File: config.mk
export PLATFORM = sky130hd
export DESIGN_NAME = controlador_teclado
export DESIGN_NICKNAME = d
export VERILOG_FILES = /design/src/rtl/controlador_teclado_pkg.sv /design/src/rtl/controlador_teclado_contador.sv /design/src/rtl/controlador_teclado.sv
export SDC_FILE = /design/constraint.sdc
export NUM_CORES = 1
export LEC_CHECK = 0
export ABC_AREA = 1
export CAP_MARGIN = 20
export CELL_PAD_IN_SITES_DETAIL_PLACEMENT = 0
export CELL_PAD_IN_SITES_GLOBAL_PLACEMENT = 1
export CORE_MARGIN = 5
export CORE_UTILIZATION = 37
export DETAILED_ROUTE_END_ITERATION = 10
export PLACE_DENSITY_LB_ADDON = 0.2
export SLEW_MARGIN = 20
export SYNTH_ARGS = -nofsm -noshare
export SYNTH_HDL_FRONTEND = slang
export SYNTH_SLANG_ARGS = --single-unit
File: constraint.sdc
create_clock -name Clock -period 2.3 [get_ports Clock]
set_input_delay 0.575 -clock Clock [delete_from_list [all_inputs] [get_ports Clock]]
set_output_delay 0.575 -clock Clock [all_outputs]
set_load 0.01 [all_outputs]
File: src/rtl/controlador_teclado_pkg.sv
// Shared definitions for the keypad-entry controller: FSM state encodings
// and the default debounce length.
package controlador_teclado_pkg;

    typedef enum logic [1:0] {
        IDLE     = 2'd0,
        DEBOUNCE = 2'd1,
        EMIT     = 2'd2,
        RELEASE  = 2'd3
    } estado_t;

    localparam int N_DEBOUNCE_PADRAO = 7;

endpackage

File: src/rtl/controlador_teclado_contador.sv
// Saturating up-counter with synchronous clear/load-one and a flag that
// marks when the programmed limit has been reached.
module contador_saturado #(
    parameter int                  LARGURA = 4,
    parameter logic [LARGURA-1:0]  LIMITE  = {LARGURA{1'b1}}
) (
    input  logic Clock,
    input  logic Clear,
    input  logic limpa,
    input  logic inicia,
    input  logic incrementa,
    output logic cheio
);

    logic [LARGURA-1:0] valor_r;

    // Count register: clear beats load-one, load-one beats increment; holds at all-ones.
    always_ff @(posedge Clock or negedge Clear) begin
        if (!Clear) begin
            valor_r <= {LARGURA{1'b0}};
        end else if (limpa) begin
            valor_r <= {LARGURA{1'b0}};
        end else if (inicia) begin
            valor_r <= {{(LARGURA-1){1'b0}}, 1'b1};
        end else if (incrementa && (valor_r != {LARGURA{1'b1}})) begin
            valor_r <= valor_r + {{(LARGURA-1){1'b0}}, 1'b1};
        end else begin
            valor_r <= valor_r;
        end
    end

    assign cheio = (valor_r == LIMITE);

endmodule

File: src/rtl/controlador_teclado.sv
// Keypad-entry controller: picks the lowest pressed digit, debounces press
// and release, and emits one BCD code with a single-cycle strobe per press.
module controlador_teclado
    import controlador_teclado_pkg::*;
#(
    parameter int N_DEBOUNCE = N_DEBOUNCE_PADRAO
) (
    input  logic       Clock,
    input  logic       Clear,
    input  logic       habilita,
    input  logic [9:0] teclas,
    output logic [3:0] codigo,
    output logic       valido,
    output logic       ocupado
);

    // The same limit serves both phases: the last press sample and the last
    // release sample are both taken while the count reads N_DEBOUNCE-1.
    localparam logic [3:0] LIMITE_C = 4'(N_DEBOUNCE - 1);

    function automatic logic [3:0] prioridade(input logic [9:0] t);
        logic [3:0] r;
        r = 4'd0;
        for (int i = 9; i >= 0; i--) begin
            if (t[i]) begin
                r = 4'(i);
            end else begin
                r = r;
            end
        end
        return r;
    endfunction

    estado_t    estado_r, estado_s;
    logic [3:0] tecla_r, tecla_s;
    logic [3:0] codigo_r, codigo_s;
    logic       valido_r, valido_s;
    logic       ocupado_r;
    logic [3:0] tecla_atual_s;
    logic       ha_tecla_s;
    logic       limpa_s, inicia_s, incrementa_s, cheio_s;

    assign tecla_atual_s = prioridade(teclas);
    assign ha_tecla_s    = |teclas;

    contador_saturado #(
        .LARGURA (4),
        .LIMITE  (LIMITE_C)
    ) u_contador (
        .Clock      (Clock),
        .Clear      (Clear),
        .limpa      (limpa_s),
        .inicia     (inicia_s),
        .incrementa (incrementa_s),
        .cheio      (cheio_s)
    );

    // Next-state, counter control and next output values.
    always_comb begin
        estado_s     = estado_r;
        tecla_s      = tecla_r;
        codigo_s     = codigo_r;
        valido_s     = 1'b0;
        limpa_s      = 1'b0;
        inicia_s     = 1'b0;
        incrementa_s = 1'b0;
        case (estado_r)
            IDLE: begin
                if (habilita && ha_tecla_s) begin
                    tecla_s  = tecla_atual_s;
                    inicia_s = 1'b1;
                    estado_s = DEBOUNCE;
                end else begin
                    limpa_s = 1'b1;
                end
            end
            DEBOUNCE: begin
                if (!ha_tecla_s) begin
                    limpa_s  = 1'b1;
                    estado_s = IDLE;
                end else if (tecla_atual_s != tecla_r) begin
                    tecla_s  = tecla_atual_s;
                    inicia_s = 1'b1;
                end else if (cheio_s) begin
                    codigo_s = tecla_r;
                    valido_s = 1'b1;
                    estado_s = EMIT;
                end else begin
                    incrementa_s = 1'b1;
                end
            end
            EMIT: begin
                limpa_s  = 1'b1;
                estado_s = RELEASE;
            end
            RELEASE: begin
                if (ha_tecla_s) begin
                    limpa_s = 1'b1;
                end else if (cheio_s) begin
                    limpa_s  = 1'b1;
                    estado_s = IDLE;
                end else begin
                    incrementa_s = 1'b1;
                end
            end
            default: begin
                limpa_s  = 1'b1;
                estado_s = IDLE;
            end
        endcase
    end

    // State, latched key and registered outputs.
    always_ff @(posedge Clock or negedge Clear) begin
        if (!Clear) begin
            estado_r  <= IDLE;
            tecla_r   <= 4'd0;
            codigo_r  <= 4'd0;
            valido_r  <= 1'b0;
            ocupado_r <= 1'b0;
        end else begin
            estado_r  <= estado_s;
            tecla_r   <= tecla_s;
            codigo_r  <= codigo_s;
            valido_r  <= valido_s;
            ocupado_r <= (estado_s != IDLE);
        end
    end

    assign codigo  = codigo_r;
    assign valido  = valido_r;
    assign ocupado = ocupado_r;

endmodule

=== Yosys cells after proc, flatten, opt, wreduce, memory -nomap -nowiden ===
Index checks and enable logic that the tools add are counted.
W data, S select, Z words.

* Flip-flop bits (word level): 16
* Input port bits: 13
* Output and inout port bits: 6
* Logic and storage cells: 67

* Add/sub/neg operators: 1
* Bitwise logic cells: 1
* Reductions and logical operators: 9
* Equal/unequal tests: 9
* Multiplexer cells: 41

{| class="wikitable"
|+ Operators by type and width
! cell !! count
|-
| $mux W4 || 16
|-
| $mux W1 || 14
|-
| $mux W2 || 6
|-
| $reduce_or A10 Y1 || 1
|-
| $pmux W2 S4 || 1
|-
| $pmux W4 S2 || 1
|-
| $reduce_and A4 Y1 || 2
|-
| $ne A2 B2 Y1 const B || 3
|-
| $add A4 B1 Y4 const B || 1
|-
| $eq A2 B2 Y1 const B || 2
|-
| $eq A4 B3 Y1 const B || 1
|-
| $ne A4 B4 Y1 || 1
|-
| $ne A4 B4 Y1 const B || 1
|-
| $pmux W1 S2 || 2
|-
| $pmux W1 S4 || 1
|-
| $reduce_bool A2 Y1 || 2
|-
| $reduce_bool A3 Y1 || 1
|-
| $eq A2 B1 Y1 const B || 1
|-
| $logic_and A1 B1 Y1 || 2
|-
| $logic_not A2 Y1 || 1
|-
| $not A1 Y1 || 1
|}

=== Logic depth before layout (Yosys ltp) ===
Gate-level depths: netlist of run 1.

* Depth in word-level cells: 18
* Gate-level depth with buffers: 17
* Mapped depth without buffers: 17

=== Modules after synthesis ===
A second synthesis of run 1 with hierarchy kept.

* Cell total of the unflattened synthesis: 149
* Area total of the unflattened synthesis: 1089.8 µm²

{| class="wikitable"
|+ By module, submodules not included
! module !! area each (µm²) !! cells an instance !! seq. area each (µm²) !! instances
|-
| controlador_teclado || 809.5 || 112 || 300.3 || 1
|-
| contador_saturado || 280.3 || 37 || 100.1 || 1
|}

=== Least setup slack after synthesis of run 1 ===
OpenSTA, ideal clock, no wires.

* Path type: input to register
* Start point: in teclas[5]
* End point: reg u_contador.valor_r[0]
* Cell stages on the path: 11
* Required time: 2.183 ns
* Arrival: 1.736 ns
* Buffers on the path: 0
* Library setup time: 0.117 ns
* Path slack: 0.447 ns
* Path through: nor2_2 > nand3_2 > nor2_4 > nand2_2 > or3_1 > nand2_1 > inv_2 > a21oi_4 > nand2_2 > nand2_1 > nand2_1

* Cells in the longest elaborated chain, start to end: 12
* Elaborated cells between the ends (all ways): 25
* Those cells by class: eq/ne: 1; mux: 20; reduce/logical: 4

{| class="wikitable"
|+ Ends and longest elaborated chain
! what !! RTL line !! text
|-
| start: declaration || controlador_teclado.sv:11 || <nowiki>input logic [9:0] teclas,</nowiki>
|-
| $mux W4 (6 in series) || controlador_teclado.sv:25 || <nowiki>if (t[i]) begin</nowiki>
|-
| $ne A4 B4 Y1 || controlador_teclado.sv:81 || <nowiki>end else if (tecla_atual_s != tecla_r) begin</nowiki>
|-
| $mux W1 || controlador_teclado.sv:81 ||
|-
| $mux W1 || controlador_teclado.sv:78 || <nowiki>if (!ha_tecla_s) begin</nowiki>
|-
| $pmux W1 S2 || controlador_teclado.sv:67 || <nowiki>case (estado_r)</nowiki>
|-
| $mux W4 or $logic_and A1 B1 Y1 (tied branches) || controlador_teclado_contador.sv:23, controlador_teclado_contador.sv:25 ||
|-
| $mux W4 or $reduce_bool A3 Y1 (tied branches) || n/a ||
|-
| end signal: assignment || controlador_teclado_contador.sv:20 || <nowiki>valor_r <= {LARGURA{1'b0}};</nowiki>
|-
| end signal: assignment || controlador_teclado_contador.sv:22 || <nowiki>valor_r <= {LARGURA{1'b0}};</nowiki>
|-
| end signal: assignment || controlador_teclado_contador.sv:24 || <nowiki>valor_r <= {{(LARGURA-1){1'b0}}, 1'b1};</nowiki>
|-
| end: declaration || controlador_teclado_contador.sv:15 || <nowiki>logic [LARGURA-1:0] valor_r;</nowiki>
|}

Parallel ways exist; a longest one is shown, timed or not.
A chain may end at the register's enable or synchronous reset.

=== Worst setup path in the final report of run 1 ===
* Start point: in teclas[5]
* End point: reg u_contador.valor_r[3]

The elaborated chain is that of the path after synthesis.

==> results.json, run 1 <==
{
  "viasPerCell": 4.69,
  "synth_top_area_share": 0.391,
  "multi_input_area_um2": 523,
  "numPortBuffers": 18,
  "place_congestion": 0.734,
  "syn_to_final_growth_pct": 27.6,
  "r2r_setup_slack_ns": 0.48,
  "ys_seq_area_frac": 0.391,
  "setup_violations": 0,
  "cp_num_buf_inv": 2,
  "synth_area_leader_cell": "dfrtp_1",
  "antenna_found_initial": 0,
  "grt_overflow": 0,
  "grt_usage": 0.105,
  "arrival_ns": 2.30,
  "cp_top_family": "simple AND/OR/NAND/NOR gates",
  "clock-root-buffer": "clkbuf_4",
  "holdBufCountCts": 0,
  "ys_types": 24,
  "cts.clk_slew.worst_paths_ns": 0.09,
  "die_height_um": 62.6,
  "crit_type": "in2reg",
  "seqCellArea_um2": 400,
  "first_iter_violations": 55,
  "grt_first_pass_wirelength_um": 3390,
  "finalHoldViolCount": 0,
  "start_kind": "primary input",
  "synth_area_leaders": "dfrtp_1, nand2_1, inv_1",
  "max_freq_ghz": 0.472,
  "cp_num_cells": 12,
  "drive_gt1_frac": 0.185,
  "finalWirelength_um": 1960,
  "grt_pass1_vias": 831,
  "route.vias.total": 905,
  "antenna_cells": 0,
  "rows": 19,
  "cts_resized": 0,
  "end_kind": "register",
  "cts_setup_buffers": 0,
  "clock-sinks": 16,
  "synth_nets": 150,
  "ioPinCount": 19,
  "avgSynthCellArea_um2": 7.59,
  "fp.dieArea_um2": 3920,
  "syn-instance-count": 135,
  "fin_crit_sh": 0.921,
  "syn_area_um2": 1020,
  "nets": 179,
  "regToRegEndpoint": "u_contador.valor_r[3]",
  "start_util": 0.378,
  "maxSlewViolCount": 0,
  "grt_max_degree": 17,
  "cp_max_fo": 4,
  "ff2ff_path_depth": 11,
  "synth_seq_cells": 16,
  "cts_made_buffers": 3,
  "fill_cells": 272,
  "drc": 0,
  "cts_max_level": 1,
  "cp.required_ns": 2.48,
  "cellPowerDensity_nw_per_um2": 942,
  "peakVddDrop_mv": 0.514,
  "clock_path_buffers": 2,
  "status": "complete, no violations",
  "drt_first_pass_iters": 4,
  "cp_slowest_cell": "clkdlybuf4s50_1",
  "skew_ns": 0.00192,
  "cts_tree": "yes",
  "path_common_cell": "nand2_1",
  "tightest_slew_ns": 0.340,
  "reg2reg_from": "u_contador.valor_r[0]",
  "die_w_um": 62.6,
  "utilization": 0.482,
  "cp_slowest_stage_delay_ns": 0.43,
  "cp_cell_sequence": "clkdlybuf4s50_1 -> nor2_2 -> nand3_2 -> nor2_4 -> nand2_2 -> or3_1 -> nand2_1 -> inv_2 -> a21oi_4 -> nand2_2 -> nand2_1 -> nand2_1",
  "wl_per_cell_um": 10.1,
  "clkLatencyLatePin_ns": 0.28,
  "rsz0062_at_grt": "no",
  "p_leak_nw": 0.672,
  "core_area_um2": 2710,
  "place_hpwl_um": 1640,
  "ys.warnings.count": 0,
  "place_inst": 190,
  "drv_cap": 0,
  "ant_nets": 0,
  "relSlewSlack": 0.772,
  "hold_path_class": "reg2reg",
  "layout_min_cycle_time_ns": 2.12,
  "endpoint": "u_contador.valor_r[3]",
  "startpoint": "teclas[5]",
  "final_cell_count_no_fill": 193
}
## registers in the layout (all words and copies together), names as in the netlist
signal,cells
codigo,4
estado_r,2
ocupado,1
tecla_r,4
u_contador.valor_r,4
valido,1
## area by class of cell
| cell class | instances | share of cell area |
|---|---|---|
| Timing Repair Buffer | 25 | 0.178 |
| Tap cell | 31 | 0.0297 |
| Inverter | 24 | 0.0689 |
| Multi-Input combinational cell | 94 | 0.400 |
| Clock buffer | 3 | 0.0172 |
| Sequential cell | 16 | 0.306 |
## routing by layer
layer,track usage,up-vias,routed length [um]
met5,0,-,0
met4,0.0477,0,27
met3,0.0180,2,79
met2,0.174,20,935
met1,0.133,406,914
li1,-,477,-
## Yosys cell counts, drive strengths merged
cell,n
nand3b,2
nand3,15
a21oi,2
o21ai,11
nor2,8
or3,1
nand4,2
nand2,48
or2,1
ha,2
buf,1
xor2,1
a21boi,1
dfrtp,16
inv,24
## worst reg2reg max path: stages, from the launching register on
cell and delay (ns):
dfrtp_1 0.44, inv_1 0.07, ha_1 0.19, nand2_1 0.06, nor2_1 0.08, or3_1 0.40, nand2_1 0.09, inv_2 0.05
a21oi_4 0.15, nand2_2 0.09, nand2_1 0.06, nand2_1 0.04
## metrics by stage
step | TNS, ns | setup slack [ns] | area, um2 | total power (W) | hold WS (ns)
global placement | -0.917 | -0.111 | 1280 | 0.00110 | 0.465
global route | 0 | 0.00904 | 1310 | 0.00136 | 0.544
finish | 0 | 0.181 | 1310 | 0.00123 | 0.493
CTS | 0 | 0.176 | 1310 | 0.00125 | 0.502
detailed placement | -1.25 | -0.128 | 1280 | 0.00110 | 0.480
floorplan | 0 | 0.447 | 1020 | 0.000902 | 0.279
## worst min path at each step
stage	start	endpoint	slack, ns	cells after the start
6_report	codigo[1]	codigo[1]	0.49	2
5_1_grt	codigo[3]	codigo[3]	0.54	2
4_1_cts	codigo[0]	codigo[0]	0.50	2
3_5_place_dp	codigo[0]	codigo[0]	0.48	2
3_3_place_gp	codigo[0]	codigo[0]	0.46	2
2_1_floorplan	Clear	codigo[0]	0.28	0
## power by group
part | total, W | internal, W | switching [W]
sequential | 0.000432 | 0.000362 | 0.0000700
combinational | 0.000658 | 0.000304 | 0.000354
clock | 0.000141 | 0.0000607 | 0.0000802
## layout by cell type, fill, tap and decap left out
| cell type | Yosys | layout |
|---|---|---|
| nor2_4 | 2 | 2 |
| ha_1 | 2 | 2 |
| nand4_1 | 1 | 1 |
| clkdlybuf4s50_1 | 0 | 18 |
| or2_2 | 1 | 1 |
| or3_1 | 1 | 1 |
| nand3b_4 | 1 | 1 |
| o21ai_2 | 1 | 1 |
| a21boi_2 | 1 | 1 |
| nand2_2 | 5 | 5 |
| nand3b_1 | 1 | 1 |
| nand2_1 | 43 | 43 |
| o21ai_0 | 10 | 10 |
| xor2_1 | 1 | 1 |
| inv_1 | 21 | 21 |
| buf_4 | 0 | 7 |
| a21oi_4 | 1 | 1 |
| inv_2 | 3 | 3 |
| nor2_1 | 5 | 5 |
| clkbuf_4 | 0 | 3 |
| nand3_2 | 3 | 3 |
| dfrtp_1 | 16 | 16 |
| nor2_2 | 1 | 1 |
| nand3_1 | 12 | 12 |
| a21oi_1 | 1 | 1 |
| nand4_4 | 1 | 1 |
## kinds of logic after synthesis
group,count (synthesis),synth area share
AO/OA/AOI/OAI,14,0.0891
XOR/XNOR,1,0.00855
adder cells (fa/ha/maj),2,0.0244
buffers and inverters,25,0.0989
flip-flops,16,0.391
AND/OR/NAND/NOR,77,0.388
Power figures use the tool's default switching activity.
==> run 2, diff against run 1 <==
- CORE_MARGIN: 5 -> default
==> run 2 against run 1 <==
Cell area grew 2.5%; clock skew grew 0.0083 ns; register-to-register slack lost 0.04 ns; total power grew 6.8%; non-clock buffer count grew 2; largest cell class unchanged; highest routed layer unchanged; global-route usage grew 6.6 points; first-iteration DRC count shrank 51%; core utilization grew 4.4 points.
==> results.json, run 2 (synthesis results as in run 1) <==
{
  "place_hpwl_um": 1610,
  "route.vias.total": 913,
  "die_w_um": 54.6,
  "tns_ns": 0,
  "cp_cell_sequence": "clkdlybuf4s50_1 -> nor2_2 -> nand3_2 -> nor2_4 -> nand2_2 -> or3_1 -> nand2_1 -> inv_2 -> a21oi_4 -> nand2_2 -> nand2_1 -> nand2_1",
  "start_kind": "primary input",
  "setup_violations": 0,
  "grt_pass1_vias": 836,
  "status": "complete, no violations",
  "grt_usage": 0.171,
  "peakVddDrop_mv": 0.789,
  "cts_made_buffers": 3,
  "grt_first_pass_wirelength_um": 3530,
  "ant_nets": 0,
  "cts_max_level": 1,
  "finalHoldViolCount": 0,
  "grt_overflow": 0,
  "max_freq_ghz": 0.464,
  "startpoint": "teclas[5]",
  "clock-sinks": 16,
  "antenna_found_initial": 0,
  "utilization": 0.527,
  "p_leak_nw": 0.690,
  "nets": 181,
  "arrival_ns": 2.34,
  "ff2ff_path_depth": 11,
  "path_common_cell": "nand2_1",
  "viasPerCell": 4.68,
  "ioPinCount": 19,
  "die_height_um": 54.6,
  "clkLatencyLatePin_ns": 0.30,
  "antenna_cells": 0,
  "holdPathStages": 2,
  "syn_to_final_growth_pct": 30.8,
  "pre_cts_slack_ns": -0.155,
  "tightest_slew_ns": 0.397,
  "design_area_um2": 1340,
  "cp.required_ns": 2.49,
  "hold_path_class": "reg2reg",
  "cp_slowest_stage_delay_ns": 0.43,
  "mostFrequentLayoutCells": "nand2_1, inv_1, clkdlybuf4s50_1",
  "holdBufCountCts": 0,
  "skew_ns": 0.0102,
  "cp_num_cells": 12,
  "rows": 18,
  "cp_max_fo": 4,
  "layout_commonest_cell": "nand2_1",
  "grt_max_degree": 17,
  "reg2reg_from": "u_contador.valor_r[0]",
  "clock_path_buffers": 2,
  "cellPowerDensity_nw_per_um2": 982,
  "end_kind": "register",
  "drive_gt1_frac": 0.212,
  "cp_slowest_cell": "clkdlybuf4s50_1",
  "core_area_um2": 2540,
  "maxSlewViolCount": 0,
  "regToRegEndpoint": "u_contador.valor_r[3]",
  "cp_num_buf_inv": 2,
  "crit_type": "in2reg",
  "place_congestion": 0.892,
  "numPortBuffers": 18,
  "drv_cap": 0,
  "rsz0062_at_grt": "no",
  "min_from": "codigo[0]",
  "r2r_setup_slack_ns": 0.44,
  "clock-root-buffer": "clkbuf_4",
  "endpoint": "u_contador.valor_r[3]",
  "fp.dieArea_um2": 2980,
  "drt_first_pass_iters": 6,
  "fin_crit_sh": 0.937,
  "first_iter_violations": 27,
  "placed_cell_area_um2": 1300,
  "relSlewSlack": 0.732,
  "finalWirelength_um": 2030,
  "cp_top_family": "simple AND/OR/NAND/NOR gates",
  "start_util": 0.403,
  "drc": 0,
  "layout_min_cycle_time_ns": 2.16,
  "wl_per_cell_um": 10.4,
  "cts.clk_slew.worst_paths_ns": 0.10,
  "fin_ws_ns": 0.145,
  "cts_tree": "yes"
}
[run 2: power breakdown]
part / total [W] / switching (W) / leakage, nW / internal, W
Clock: 0.000189 / 0.0000927 / 0.0210 / 0.0000966
Combinational: 0.000691 / 0.000370 / 0.463 / 0.000321
Sequential: 0.000435 / 0.0000725 / 0.206 / 0.000362
Total: 0.00132 / 0.000535 / 0.690 / 0.000780
[run 2: worst register-to-register path, delay by kind of cell (launching register included)]
family,cells,cell delay [ns]
adder cells (fa/ha/maj),1,0.20
buffers and inverters,2,0.13
AO/OA/AOI/OAI,1,0.15
AND/OR/NAND/NOR,7,0.84
flip-flops,1,0.44
[run 2: cell type report]
type,count,area [um2]
Fill cell,250,1200
Tap cell,30,37.5
Clock buffer,4,36.3
Multi-Input combinational cell,94,528
Timing Repair Buffer,27,248
Sequential cell,16,400
Inverter,24,90.1
[run 2: metal layers]
layer / wire [um] / vias to the layer above / GRT usage
met3: 78 / 4 / 0.0583
met5: 0 / - / 0
li1: - / 482 / -
met4: 30 / 0 / 0.0556
met2: 901 / 12 / 0.271
met1: 1020 / 415 / 0.215
[run 2: repair_timing]
action / CTS / global route
gates resized for setup: 0 / 2
setup endpoints to repair: 0 / 1
setup buffers: 0 / 0
hold endpoints to repair: 0 / 0
[run 2: stage by stage]
step	instances	hold slack, ns	total power, W
after floorplan	135	0.279	0.000902
after global placement	191	0.465	0.00111
after detailed placement	191	0.473	0.00112
after CTS	195	0.498	0.00132
after global routing	195	0.530	0.00143
final	195	0.490	0.00132
[run 2: how the worst min path moves through the flow]
stage | slack (ns) | to
floorplan | 0.28 | codigo[0]
global placement | 0.47 | codigo[0]
detailed placement | 0.47 | codigo[0]
CTS | 0.50 | codigo[0]
global route | 0.53 | codigo[3]
finish | 0.49 | codigo[0]
==> run 3, diff against run 2 <==
- CORE_MARGIN: default -> 2
- clock period: 2.3 -> 2.2 ns (I/O delays scaled with it)
==> run 3 against run 2 <==
Flip-flop and latch count is the same; cell area increased by 7.9%; clock power is 6% higher; clock skew down 0.0079 ns; die area rose by 7.5%; largest cell class unchanged.
==> results.json, run 3 (synthesis results as in run 1) <==
{
  "status": "complete, no violations",
  "clock_path_buffers": 2,
  "arrival_ns": 2.26,
  "cts_setup_buffers": 0,
  "start_util": 0.381,
  "core_area_um2": 2690,
  "relSlewSlack": 0.604,
  "clkLatencyLatePin_ns": 0.29,
  "crit_type": "in2reg",
  "met3_usage": 0.0276,
  "use_met1": 0.182,
  "fin_crit_sh": 0.947,
  "cp.required_ns": 2.38,
  "cellPowerDensity_nw_per_um2": 1040,
  "design_power_total_w": 0.00150,
  "hold_path_class": "reg2reg",
  "peakVddDrop_mv": 0.657,
  "layout_commonest_cell": "nand2_1",
  "cts_tree": "yes",
  "layout_min_cycle_time_ns": 2.08,
  "cp_max_fo": 5,
  "grt_max_degree": 17,
  "nets": 185,
  "end_kind": "register",
  "grt_usage": 0.146,
  "cts_max_level": 1,
  "die_height_um": 56.6,
  "die_w_um": 56.6,
  "ant_nets": 0,
  "finalWirelength_um": 2330,
  "top_usage_layer": "met2",
  "place_hpwl_um": 1650,
  "grt_overflow": 0,
  "setup_violations": 0,
  "antenna_cells": 0,
  "grt_first_pass_wirelength_um": 3640,
  "maxSlewViolCount": 0,
  "skew_ns": 0.00232,
  "fp.dieArea_um2": 3210,
  "clock-sinks": 16,
  "cts.clk_slew.worst_paths_ns": 0.10,
  "antenna_found_initial": 0,
  "first_iter_violations": 26,
  "fin_hold_ws_ns": 0.497,
  "use_met2": 0.248,
  "tightest_slew_ns": 0.593,
  "rows": 19,
  "route.vias.total": 954,
  "drc": 0,
  "finalHoldViolCount": 0,
  "start_kind": "primary input",
  "syn_to_final_growth_pct": 41.1,
  "place_congestion": 0.749,
  "numPortBuffers": 18,
  "mostFrequentLayoutCells": "nand2_1, inv_1, dfrtp_1",
  "wl_per_cell_um": 11.7,
  "max_freq_ghz": 0.480,
  "drive_gt1_frac": 0.296,
  "clock-root-buffer": "clkbuf_4",
  "drt_first_pass_iters": 4,
  "cts_made_buffers": 3,
  "viasPerCell": 4.77,
  "p_leak_nw": 0.770,
  "ioPinCount": 19,
  "drv_cap": 0,
  "grt_pass1_vias": 889
}
-- run 3: worst paths after layout --
path / start / to / slack [ns] / cells after the start
setup / recovery: teclas[5] / codigo[0] / 0.12 / 12
hold / removal: codigo[2] / codigo[2] / 0.50 / 2
setup reg to reg: u_contador.valor_r[0] / u_contador.valor_r[0] / 0.21 / 11
hold reg to reg: codigo[2] / codigo[2] / 0.50 / 2
max in group asynchronous: Clear / codigo[0] / 1.44 / 2
min in group asynchronous: Clear / u_contador.valor_r[3] / 0.58 / 2
-- run 3: power breakdown --
part	internal, W	leakage (nW)	switching, W	total, W
registers	0.000379	0.206	0.0000756	0.000454
clock network	0.000101	0.0210	0.0000993	0.000200
logic	0.000416	0.543	0.000434	0.000850
total	0.000895	0.770	0.000609	0.00150
-- run 3: area by class of cell --
class / count / area [um2]
Timing Repair Buffer: 30 / 293
Fill cell: 256 / 1240
Clock buffer: 4 / 36.3
Multi-Input combinational cell: 95 / 588
Inverter: 24 / 90.1
Tap cell: 31 / 38.8
Sequential cell: 16 / 400
-- run 3: critical path: stages --
cell and delay [ns]:
clkdlybuf4s50_1 0.44, nor2_2 0.13, o21ai_0 0.10, nand2_1 0.09, nand2_1 0.07, nand2_1 0.07
nand3_2 0.10, nor2_4 0.17, nand3_1 0.14, nand3b_4 0.23, nand2_1 0.09, o21ai_0 0.07
-- run 3: timing repair --
item,CTS,global route
endpoints found under the hold margin,0,0
gates resized for setup,0,22
setup endpoints to repair,0,10
hold buffers,0,0
-- run 3: stage by stage --
step	area [um2]	TNS, ns	instances	util	worst slack (ns)
after floorplan	1020	0	135	-	0.372
after global placement	1340	-1.68	195	0.497	-0.181
after detailed placement	1340	-2.20	195	0.497	-0.193
after CTS	1370	0	199	0.510	0.115
after global routing	1450	-0.0227	200	0.538	-0.0184
final	1450	0	200	0.538	0.117
-- run 3: metal layers --
metal	part of all wire	wire (um)
met1	0.45	1040
met3	0.029	67
met4	0.0077	18
met5	0	0
met2	0.52	1200
